<file path="src/rtl/kypd_pkg.sv">
// Shared definitions for the keypad emulator: state encoding, key-to-matrix
// index tables and the row/column bit ordering used by the scanning decoder.
package kypd_pkg;

    typedef enum logic [1:0] {
        ST_IDLE  = 2'd0,
        ST_PRESS = 2'd1,
        ST_GAP   = 2'd2
    } state_e;

    // Row 1 / column 1 sit on bit 3; row 4 / column 4 sit on bit 0.
    localparam int ROW_1_BIT = 3;
    localparam int ROW_4_BIT = 0;
    localparam int COL_1_BIT = 3;
    localparam int COL_4_BIT = 0;

    // Two-bit row/column index per key code, packed {key F, ..., key 0}.
    localparam logic [31:0] KEY_ROW_IDX = {
        2'd3, 2'd3, 2'd3, 2'd2, 2'd1, 2'd0, 2'd2, 2'd2,
        2'd2, 2'd1, 2'd1, 2'd1, 2'd0, 2'd0, 2'd0, 2'd3
    };
    localparam logic [31:0] KEY_COL_IDX = {
        2'd1, 2'd2, 2'd3, 2'd3, 2'd3, 2'd3, 2'd2, 2'd1,
        2'd0, 2'd2, 2'd1, 2'd0, 2'd2, 2'd1, 2'd0, 2'd0
    };

    // Index 0 selects bit 3, index 3 selects bit 0; the selected bit is driven low.
    function automatic logic [3:0] onehot_low(input logic [1:0] idx);
        return 4'b1111 ^ (4'b1000 >> idx);
    endfunction

endpackage

</file>
<file path="src/rtl/kypd_key_map.sv">
// Combinational key decoder: hex key code to one-hot-low row and column masks.
module kypd_key_map
    import kypd_pkg::*;
(
    input  logic [3:0] key_code_i,
    output logic [3:0] row_n_o,
    output logic [3:0] col_n_o
);

    logic [4:0] tbl_base_s;

    // Look up the matrix position of the key and expand it to active-low masks.
    always_comb begin
        tbl_base_s = {key_code_i, 1'b0};
        row_n_o    = onehot_low(KEY_ROW_IDX[tbl_base_s +: 2]);
        col_n_o    = onehot_low(KEY_COL_IDX[tbl_base_s +: 2]);
    end

endmodule

</file>
<file path="src/rtl/kypd_emulator.sv">
// 4x4 passive keypad emulator: holds one key closed for HOLD_CYCLES, releases
// all keys for GAP_CYCLES, and answers column scans on the row lines meanwhile.
module kypd_emulator
    import kypd_pkg::*;
#(
    parameter int HOLD_CYCLES = 2000000,
    parameter int GAP_CYCLES  = 1000000
) (
    input  logic       clk,
    input  logic       rst_n,
    input  logic [3:0] col_in,
    output logic [3:0] row_out,
    input  logic [3:0] key_code,
    input  logic       key_valid,
    output logic       key_ready,
    output logic       busy,
    output logic       press_done
);

    localparam int MAX_CYCLES = (HOLD_CYCLES > GAP_CYCLES) ? HOLD_CYCLES : GAP_CYCLES;
    localparam int CNT_W      = $clog2(MAX_CYCLES) + 1;
    localparam logic [CNT_W-1:0] HOLD_LAST = CNT_W'(HOLD_CYCLES - 1);
    localparam logic [CNT_W-1:0] GAP_LAST  = CNT_W'(GAP_CYCLES - 1);
    localparam logic [CNT_W-1:0] CNT_ONE   = CNT_W'(1);

    state_e           state_q, state_d;
    logic [CNT_W-1:0] cnt_q, cnt_d;
    logic [3:0]       key_q, key_d;
    logic [3:0]       sync1_q, sync2_q;
    logic [3:0]       row_out_q, row_out_d;
    logic             key_ready_q, busy_q, press_done_q, press_done_d;
    logic [3:0]       map_row_n_s, map_col_n_s;

    // Decode the key that will be held in the coming cycle, so row_out tracks state_d.
    kypd_key_map u_key_map (
        .key_code_i (key_d),
        .row_n_o    (map_row_n_s),
        .col_n_o    (map_col_n_s)
    );

    // Next-state, counter and row-line logic.
    always_comb begin
        state_d      = state_q;
        cnt_d        = cnt_q;
        key_d        = key_q;
        press_done_d = 1'b0;
        row_out_d    = 4'hF;
        case (state_q)
            ST_IDLE: begin
                if (key_valid && key_ready_q) begin
                    state_d = ST_PRESS;
                    cnt_d   = '0;
                    key_d   = key_code;
                end else begin
                    cnt_d   = '0;
                end
            end
            ST_PRESS: begin
                if (cnt_q == HOLD_LAST) begin
                    state_d = ST_GAP;
                    cnt_d   = '0;
                end else begin
                    cnt_d   = cnt_q + CNT_ONE;
                end
            end
            ST_GAP: begin
                if (cnt_q == GAP_LAST) begin
                    state_d      = ST_IDLE;
                    cnt_d        = '0;
                    press_done_d = 1'b1;
                end else begin
                    cnt_d        = cnt_q + CNT_ONE;
                end
            end
            default: begin
                state_d = ST_IDLE;
                cnt_d   = '0;
            end
        endcase
        // The switch closes only when the scan drives the key's own column low.
        if ((state_d == ST_PRESS) && ((sync2_q | map_col_n_s) != 4'hF)) begin
            row_out_d = map_row_n_s;
        end else begin
            row_out_d = 4'hF;
        end
    end

    // State, synchronizer and registered outputs.
    always_ff @(posedge clk) begin
        if (!rst_n) begin
            state_q      <= ST_IDLE;
            cnt_q        <= '0;
            key_q        <= 4'h0;
            sync1_q      <= 4'hF;
            sync2_q      <= 4'hF;
            row_out_q    <= 4'hF;
            key_ready_q  <= 1'b0;
            busy_q       <= 1'b0;
            press_done_q <= 1'b0;
        end else begin
            state_q      <= state_d;
            cnt_q        <= cnt_d;
            key_q        <= key_d;
            sync1_q      <= col_in;
            sync2_q      <= sync1_q;
            row_out_q    <= row_out_d;
            key_ready_q  <= (state_d == ST_IDLE);
            busy_q       <= (state_d != ST_IDLE);
            press_done_q <= press_done_d;
        end
    end

    assign row_out    = row_out_q;
    assign key_ready  = key_ready_q;
    assign busy       = busy_q;
    assign press_done = press_done_q;

endmodule

</file>
<file path="config.mk">
export PLATFORM = sky130hd
export DESIGN_NAME = kypd_emulator
export DESIGN_NICKNAME = d
export VERILOG_FILES = /design/src/rtl/kypd_pkg.sv /design/src/rtl/kypd_key_map.sv /design/src/rtl/kypd_emulator.sv
export SDC_FILE = /design/constraint.sdc
export NUM_CORES = 1
export LEC_CHECK = 0
export CORE_AREA = 2 2 96 98
export CTS_CLUSTER_DIAMETER = 30
export DETAILED_ROUTE_END_ITERATION = 7
export DIE_AREA = 0 0 98 100
export PLACE_DENSITY = 0.52
export SYNTH_ARGS = -nofsm -noshare
export SYNTH_HDL_FRONTEND = slang
export SYNTH_SLANG_ARGS = --single-unit
export TNS_END_PERCENT = 10
</file>
<file path="constraint.sdc">
create_clock -name clk -period 2.8 [get_ports clk]
set_input_delay 0.56 -clock clk [delete_from_list [all_inputs] [get_ports clk]]
set_output_delay 0.56 -clock clk [all_outputs]
set_load 0.05 [all_outputs]
</file>
==> qor.yml, run 1 <==
dieHeight_um: 100
layout.nets: 283
min_path_type: "reg -> reg"
first_iter_violations: 52
synth.ff_latch_count: 43
r2r-start: "state_q[0]"
layout-drive-gt1-share_pct: 9.70
critPathCaptureType: "flop"
netlist_area_um2: 2140
min_period_over_period_pct: 83.1
seq_area_um2: 861
vias: 1694
regToRegEndpoint: "row_out[3]"
postSynthCellCount: 247
cts-buffers-inserted: 5
hpwl_mm: 3.08
seq_area_frac_synth_pct: 40.3
worstPathArrival_ns: 2.50
grt_usage_pct: 9.06
place_inst: 371
required_ns: 2.97
startpoint_type: "input port"
antenna_found_initial: 0
finalCriticalPeriod_ns: 2.33
fill_cells: 964
fin_util_pct: 28.4
status: "completed"
rows: 35
grt-ovfl-total: 0
root_buffer: "clkbuf_8"
io_pins: 18
wl_mm: 4.24
r2r_cells: 7
dr.pass1.iters: 4
initial_core_util_pct: 24.0
die_x_um: 98
htreeDepth: 2
cts-resized-gates: 0
yosysWarningCount: 0
critPathCapture: "row_out[3]"
worstPathMaxFanout: 6
hold_depth: 1
mostFrequentLayoutCells: "dfxtp_1, nor2_1, nand2_1, nand3_1, clkdlybuf4s50_1"
fmax_mhz: 430
rsz0062_at_grt: "false"
cts_tree: "built"
cap_violations: 0
cts_setup_buffers: 0
routed_via_density: 4.47
ir_drop_mv: 0.216
fin_tns_setup_ns: 0
cts-hold-fix-buffers: 0
finalHoldViolCount: 0
clock_sink_count: 43
portBuffers: 17
place.gp.congestion: 0.781
leakagePower_nw: 0.859
grt_pass1_wl_mm: 7.29
fin_cells: 379
wl_per_cell_um: 11.2
drc: 0
ys_types: 52
synth.avg_cell_area_um2: 8.65
slew_violations: 0
grt_pass1_vias: 1604
multi_input_area_um2: 1220
finalSetupViolations: 0
async_flop_share_pct: 0
synth_top_flop_cell: "dfxtp_1"
antennaDiodeCount: 0
fin_worst_skew_ns: 0.00331
slew_headroom_pct: 61.0
rrSetupSlack_ns: 0.47
core_um2: 8890
timing.final.ws_setup_ns: 0.473
layout.cells.most_common: "dfxtp_1"
die-area_um2: 9800
grt_max_degree: 22
holdWs_ns: 0.409
cts.clk_slew.worst_paths_ns: 0.08
crit_path_start: "key_code[0]"
area_growth_syn_to_layout_pct: 18.2
syn_nets: 263
synth_edf_count: 0
dp_slack_ns: 0.144
ctsLongestPathBuffers: 2
clkLatencyLatePin_ns: 0.29
power_density_nw_per_um2: 468
worstMarginPinSlew_ns: 0.569
criticalPathCategory: "in -> reg"
postRouteAntennaNets: 0
==> cell type report <==
| class | instances | area share, % |
|---|---|---|
| Sequential cell | 43 | 34.1 |
| Clock inverter | 2 | 0.495 |
| Timing Repair Buffer | 21 | 7.92 |
| Inverter | 6 | 0.892 |
| Multi-Input combinational cell | 190 | 48.2 |
| Tap cell | 111 | 5.50 |
| Clock buffer | 6 | 2.87 |
==> metal layers <==
metal	track usage (%)	up-vias	part of all wire, %	wire length, um
li1	-	898	-	-
met1	10.9	770	50	2100
met2	15.0	22	45	1920
met3	3.34	4	3.9	167
met4	2.99	0	1.3	57
met5	0	-	0	0
==> cells in the mapped netlist (2+ instances only) <==
library cell	count	area (um^2)
nand4_1	6	37.5
xnor2_1	9	78.8
buf_2	4	20.0
dfxtp_1	43	861
mux2i_1	3	30.0
and3_4	2	22.5
nor2_1	34	128
nor2_2	2	12.5
xor2_1	11	96.3
and3_1	6	37.5
a31oi_1	2	12.5
or2_1	3	18.8
nor4_2	2	25.0
a21o_1	3	22.5
a21oi_1	13	65.1
a221oi_1	2	17.5
nand2b_1	9	56.3
nand3_1	17	85.1
and2_1	4	25.0
clkbuf_1	4	15.0
ha_1	5	62.6
inv_1	6	22.5
nand2_1	17	63.8
nor3_1	4	20.0
o21ai_0	5	25.0
nor2b_1	5	31.3
==> stage by stage <==
step                      power [W]  area, um^2
after floorplan            0.000767        2140
after global placement     0.000821        2440
after detailed placement   0.000819        2440
after CTS                   0.00121        2530
after global routing        0.00125        2530
final                       0.00118        2530
==> critical path: stages <==
cell	delay [ns]
clkdlybuf4s50_1	0.56
mux2_1	0.34
o211ai_1	0.29
a21boi_1	0.10
a311o_1	0.29
a21oi_2	0.24
nand4_1	0.11
==> registers in the layout, indices dropped and copies added (netlist names) <==
register and count:
busy 1, key_q 4, row_out 4, sync1_q 4, cnt_q 22, state_q 2, sync2_q 4, key_ready 1
press_done 1
==> logic make-up after synthesis <==
logic type	Yosys count	share of synthesized area, %
simple gates	122	31.3
flops	43	40.3
compound gates	39	12.7
xor+xnor	20	8.20
buf+inv	14	2.69
fa+ha+maj	5	2.93
mux	4	1.93
==> how the worst min path moves through the flow <==
stage / end / slack [ns] / from
finish: sync2_q[0] / 0.41 / sync1_q[0]
global route: sync2_q[0] / 0.42 / sync1_q[0]
floorplan: sync2_q[0] / 0.39 / sync1_q[0]
global placement: sync2_q[0] / 0.39 / sync1_q[0]
CTS: sync2_q[3] / 0.41 / sync1_q[3]
detailed placement: sync2_q[3] / 0.39 / sync1_q[3]
==> power by group <==
group | switching, W | leakage [nW] | internal, W
registers | 0.0000116 | 0.349 | 0.000625
logic | 0.0000945 | 0.469 | 0.0000729
clock network | 0.000204 | 0.0412 | 0.000174
Note: power is estimated with default switching activity, not from simulation.
==> inputs of run 2 (changes only) <==
--- a/config.mk
+++ b/config.mk
@@ -9,7 +9,7 @@
 export CTS_CLUSTER_DIAMETER = 30
 export DETAILED_ROUTE_END_ITERATION = 7
 export DIE_AREA = 0 0 98 100
-export PLACE_DENSITY = 0.52
+export PLACE_DENSITY = 0.54
 export SYNTH_ARGS = -nofsm -noshare
 export SYNTH_HDL_FRONTEND = slang
 export SYNTH_SLANG_ARGS = --single-unit
==> constraint.sdc (replaced) <==
create_clock -name clk -period 2.1 [get_ports clk]
set_input_delay 0.42 -clock clk [delete_from_list [all_inputs] [get_ports clk]]
set_output_delay 0.42 -clock clk [all_outputs]
set_load 0.05 [all_outputs]
==> run 2 against run 1 <==
Net effect:
- register-to-register slack got worse by 0.35 ns
- core utilization up 2.2 points
- critical endpoint is now row_out[0]
- hold slack gained 0.0022 ns
- die area stayed put
- setup slack worse by 0.43 ns
- via count up 6.8%
- clock skew rose by 0.0056 ns
- first-iteration DRC count down 21%
- highest routed layer unchanged
==> qor.yml, run 2 (synthesis gave the netlist of run 1 again) <==
status: "completed"
grt_pass1_vias: 1721
cts.clk_slew.worst_paths_ns: 0.08
worstMarginPinSlew_ns: 0.505
critPathCaptureType: "flop"
cp_slowest_cell: "clkdlybuf4s50_1"
mostFrequentLayoutCells: "dfxtp_1, nor2_1, buf_4"
required_ns: 2.27
fmax_mhz: 485
finalSetupViolations: 0
rsz0062_at_grt: "true"
drc: 0
portBuffers: 17
min_period_over_period_pct: 98.1
crit_path_cell_trace: "clkdlybuf4s50_1 -> mux2_1 -> o211ai_1 -> buf_4 -> a21bo_2 -> nand3_1 -> a21oi_4 -> nand4_1"
path_delay_family: "buffers and inverters"
criticalPathCategory: "in -> reg"
cap_violations: 0
layout.cells.most_common: "dfxtp_1"
antennaDiodeCount: 0
finalCriticalPeriod_ns: 2.06
finalHoldViolCount: 0
antenna_found_initial: 0
fin_util_pct: 30.7
clkLatencyLatePin_ns: 0.29
htreeDepth: 2
startpoint_type: "input port"
grt_usage_pct: 9.57
first_iter_violations: 41
worst-path-buf-inv: 2
clock_sink_count: 43
seqPwrFrac_pct: 52.0
root_buffer: "clkbuf_8"
p_switching_w: 0.000427
core_um2: 8890
holdWs_ns: 0.412
slowest_delay_ns: 0.49
initial_core_util_pct: 24.0
ctsLongestPathBuffers: 2
clock_power_share_pct: 30.7
wl_per_cell_um: 11.4
vias: 1809
largest_reg_flops: 22
power_switching_share_pct: 26.2
power_density_nw_per_um2: 599
slew_violations: 0
postRouteAntennaNets: 0
grt_max_degree: 22
rows: 35
grt-ovfl-total: 0
grt_pass1_wl_mm: 7.79
leakagePower_nw: 0.962
dr.pass1.iters: 4
die_x_um: 98
ir_drop_mv: 0.258
die-area_um2: 9800
layout-drive-gt1-share_pct: 17.1
cts-buffers-inserted: 5
place.gp.congestion: 0.903
dieHeight_um: 100
internal-power_w: 0.00120
min_path_type: "reg -> reg"
fin_worst_skew_ns: 0.00888
wl_mm: 4.55
io_pins: 18
regMostFlops: "cnt_q"
rrSetupSlack_ns: 0.12
comb_power_share_pct: 17.3
routed_via_density: 4.55
cts_tree: "built"
worstPathMaxFanout: 4
slew_headroom_pct: 66.2
hpwl_mm: 3.36
worstPathArrival_ns: 2.23
area_growth_syn_to_layout_pct: 27.5
cts-hold-fix-buffers: 0
layout.nets: 302
fill_cells: 946
[run 2: worst paths after layout]
check | startpoint | end | cells past startpoint
setup / recovery | key_code[0] | row_out[0] | 8
hold / removal | sync1_q[2] | sync2_q[2] | 1
setup reg to reg | state_q[0] | row_out[0] | 8
hold reg to reg | sync1_q[2] | sync2_q[2] | 1
[run 2: through the flow]
stage	setup WS (ns)	instance area (um^2)	setup TNS, ns	instances	power (W)
after floorplan	0.0509	2140	0	247	0.00102
after global placement	-0.259	2610	-1.00	390	0.00114
after detailed placement	-0.288	2610	-1.17	390	0.00114
after CTS	0.00457	2690	0	398	0.00164
after global routing	-0.0329	2730	-0.0357	398	0.00171
final	0.0400	2730	0	398	0.00163
[run 2: per-layer routing]
metal / track usage (%) / wire, um / vias up
met1: 12.2 / 2200 / 846
met3: 2.65 / 166 / 9
met5: 0 / 0 / -
met2: 15.4 / 2100 / 23
li1: - / - / 931
met4: 3.85 / 80 / 0
[run 2: final cells by class]
cell class                      count  area [um^2]  area share (%)
Timing Repair Buffer               40          368            13.5
Clock buffer                        7         76.3            2.80
Inverter                            6         22.5           0.826
Clock inverter                      1         5.00           0.184
Multi-Input combinational cell    190         1250            46.0
Sequential cell                    43          861            31.6
Tap cell                          111          139            5.10
[run 2: power groups by stage]
| stage | combinational [W] | sequential (W) | clock, W |
|---|---|---|---|
| CTS | 0.000270 | 0.000848 | 0.000522 |
| global placement | 0.000269 | 0.000867 | 0 |
| global route | 0.000308 | 0.000852 | 0.000553 |
| floorplan | 0.000141 | 0.000882 | 0 |
| detailed placement | 0.000269 | 0.000867 | 0 |
| finish | 0.000283 | 0.000848 | 0.000501 |
[run 2: worst register-to-register path: stages (launching register included)]
cell	delay, ns
dfxtp_1	0.34
inv_1	0.07
ha_1	0.25
and3_4	0.20
nor3_1	0.24
a31oi_1	0.10
a311o_1	0.37
a21oi_4	0.18
nand4_1	0.11
[run 2: timing repair]
item	in CTS	in global routing
buffers inserted	0	0
resized for setup	0	8
endpoints found under the hold margin	0	0
setup endpoints to repair	0	6
==> inputs of run 3 (changes only) <==
--- a/config.mk
+++ b/config.mk
@@ -5,10 +5,10 @@
 export SDC_FILE = /design/constraint.sdc
 export NUM_CORES = 1
 export LEC_CHECK = 0
-export CORE_AREA = 2 2 96 98
+export CORE_AREA = 2 2 73 128
 export CTS_CLUSTER_DIAMETER = 30
 export DETAILED_ROUTE_END_ITERATION = 7
-export DIE_AREA = 0 0 98 100
+export DIE_AREA = 0 0 75 130
 export PLACE_DENSITY = 0.54
 export SYNTH_ARGS = -nofsm -noshare
 export SYNTH_HDL_FRONTEND = slang
==> run 3 against run 2 <==
Net effect:
- clock power increased by 110%
- final area increased by 5.8%
- first-iteration DRC count grew 4.9%
- critical path depth is 1 lower
- clock-buffer cell count decreased by 2
- non-clock buffer count grew 6
- flip-flop and latch count stayed put
- sequential power is essentially flat
- final cell count up 3.8%
- combinational power grew 4%
- wire length is 6.7% higher
- die area is 0.51% lower
- critical path type unchanged
- largest cell class unchanged
- highest routed layer unchanged
==> qor.yml, run 3 (synthesis gave the netlist of run 1 again) <==
status: "completed"
layout.nets: 308
ir_drop_mv: 0.400
vias: 1882
io_pins: 18
seq_area_um2: 861
fill_cells: 928
criticalPathCategory: "in -> reg"
cap_violations: 0
first_iter_violations: 43
r2r_cells: 8
layout.cells.most_common: "dfxtp_1"
clkLatencyLatePin_ns: 0.29
grt_pass1_wl_mm: 8.22
mostFrequentLayoutCells: "dfxtp_1, nor2_1, buf_4, nand2_1"
area_growth_syn_to_layout_pct: 34.9
min_path_type: "reg -> reg"
grt_usage_pct: 11.1
grt_pass1_vias: 1878
cts.clk_slew.worst_paths_ns: 0.06
finalCriticalPeriod_ns: 2.03
antennaDiodeCount: 0
worstPathArrival_ns: 2.19
seqPwrFrac_pct: 39.1
postRouteAntennaNets: 0
die_x_um: 75
die-area_um2: 9750
worstPathMaxFanout: 4
hpwl_mm: 3.67
multi_input_area_um2: 1250
cts-hold-fix-buffers: 0
critPathCaptureType: "flop"
clock_sink_count: 43
place.gp.congestion: 0.886
p_switching_w: 0.000504
hold_path_end: "sync2_q[3]"
core_um2: 8810
wl_mm: 4.86
dr.pass1.iters: 4
slew_violations: 0
fmax_mhz: 493
hp-start: "sync1_q[3]"
initial_core_util_pct: 24.3
antenna_found_initial: 0
clock_power_share_pct: 47.4
root_buffer: "clkbuf_16"
leakagePower_nw: 1.04
finalSetupViolations: 0
htreeDepth: 2
startpoint_type: "input port"
dp_slack_ns: -0.355
fin_cells: 413
required_ns: 2.26
routed_via_density: 4.56
rows: 46
place_inst: 404
regToRegEndpoint: "row_out[0]"
finalHoldViolCount: 0
slew_headroom_pct: 65.4
ctsLongestPathBuffers: 2
portBuffers: 17
power_density_nw_per_um2: 754
wl_per_cell_um: 11.8
r2r-start: "state_q[0]"
min_period_over_period_pct: 96.6
cts_tree: "built"
cts-buffers-inserted: 5
rsz0062_at_grt: "true"
dieHeight_um: 130
grt_max_degree: 22
power_switching_share_pct: 23.2
fin_worst_skew_ns: 0.00352
crit_path_start: "key_code[2]"
regMostFlops: "cnt_q"
timing.final.ws_setup_ns: 0.0722
rrSetupSlack_ns: 0.11
internal-power_w: 0.00167
layout-drive-gt1-share_pct: 20.5
hold_depth: 1
worstMarginPinSlew_ns: 0.517
comb_power_share_pct: 13.6
drc: 0
largest_reg_flops: 22
grt-ovfl-total: 0
## run 3: changes by cell type in the layout (fill, tap and decap cells not counted), moves of 2 or more
cell       change
clkbuf_1       -2
clkbuf_8       -5
clkbuf_16      +5
buf_4          +7
bufinv_16      +2
## run 3: through the flow
step | total power (W) | utilization (%) | cell area [um^2] | setup TNS [ns] | hold slack, ns
global route | 0.00225 | 32.7 | 2880 | -0.0413 | 0.438
global placement | 0.00114 | 30.0 | 2650 | -1.34 | 0.391
floorplan | 0.00102 | - | 2140 | 0 | 0.386
CTS | 0.00219 | 32.6 | 2870 | 0 | 0.408
detailed placement | 0.00115 | 30.0 | 2650 | -1.46 | 0.392
finish | 0.00217 | 32.7 | 2880 | 0 | 0.405
## run 3: layer usage
layer | up-vias | GRT usage [%] | routed length (um)
li1 | 950 | - | -
met1 | 899 | 10.4 | 1840
met2 | 20 | 20.7 | 2700
met3 | 13 | 2.47 | 113
met4 | 0 | 6.93 | 196
met5 | - | 0 | 0
## run 3: layout make-up
class,instances,share of cell area (%)
timing repair buffer,46,13.8
tap,120,5.21
sequential,43,29.9
multi-input combinational,190,43.5
inverter,6,0.781
clock buffer,5,4.34
clock inverter,3,2.47
## run 3: how the worst max path moves through the flow
stage            endpoint  cells after the start
6_report       row_out[0]                      7
5_1_grt        row_out[0]                      8
4_1_cts        row_out[1]                      8
3_5_place_dp   row_out[0]                      8
3_3_place_gp   row_out[3]                      7
2_1_floorplan  row_out[0]                      8
## run 3: critical path: stages
cell	delay (ns)
clkdlybuf4s50_1	0.44
mux2_1	0.30
o211ai_1	0.28
a21boi_1	0.11
a311o_1	0.31
a21oi_4	0.21
nand4_1	0.12
## run 3: repair_timing
action / 4_1_cts / 5_1_grt
endpoints found under the hold margin: 0 / 0
setup endpoints to repair: 4 / 6
pin swaps: 5 / 1
resized for setup: 5 / 5
buffers inserted: 1 / 0
## run 3: power by group through the flow
stage / clock network, W / logic [W] / registers (W)
after CTS: 0.00105 / 0.000291 / 0.000849
after floorplan: 0 / 0.000141 / 0.000882
after global placement: 0 / 0.000278 / 0.000867
final: 0.00103 / 0.000295 / 0.000849
after global routing: 0.00108 / 0.000320 / 0.000851
after detailed placement: 0 / 0.000279 / 0.000867
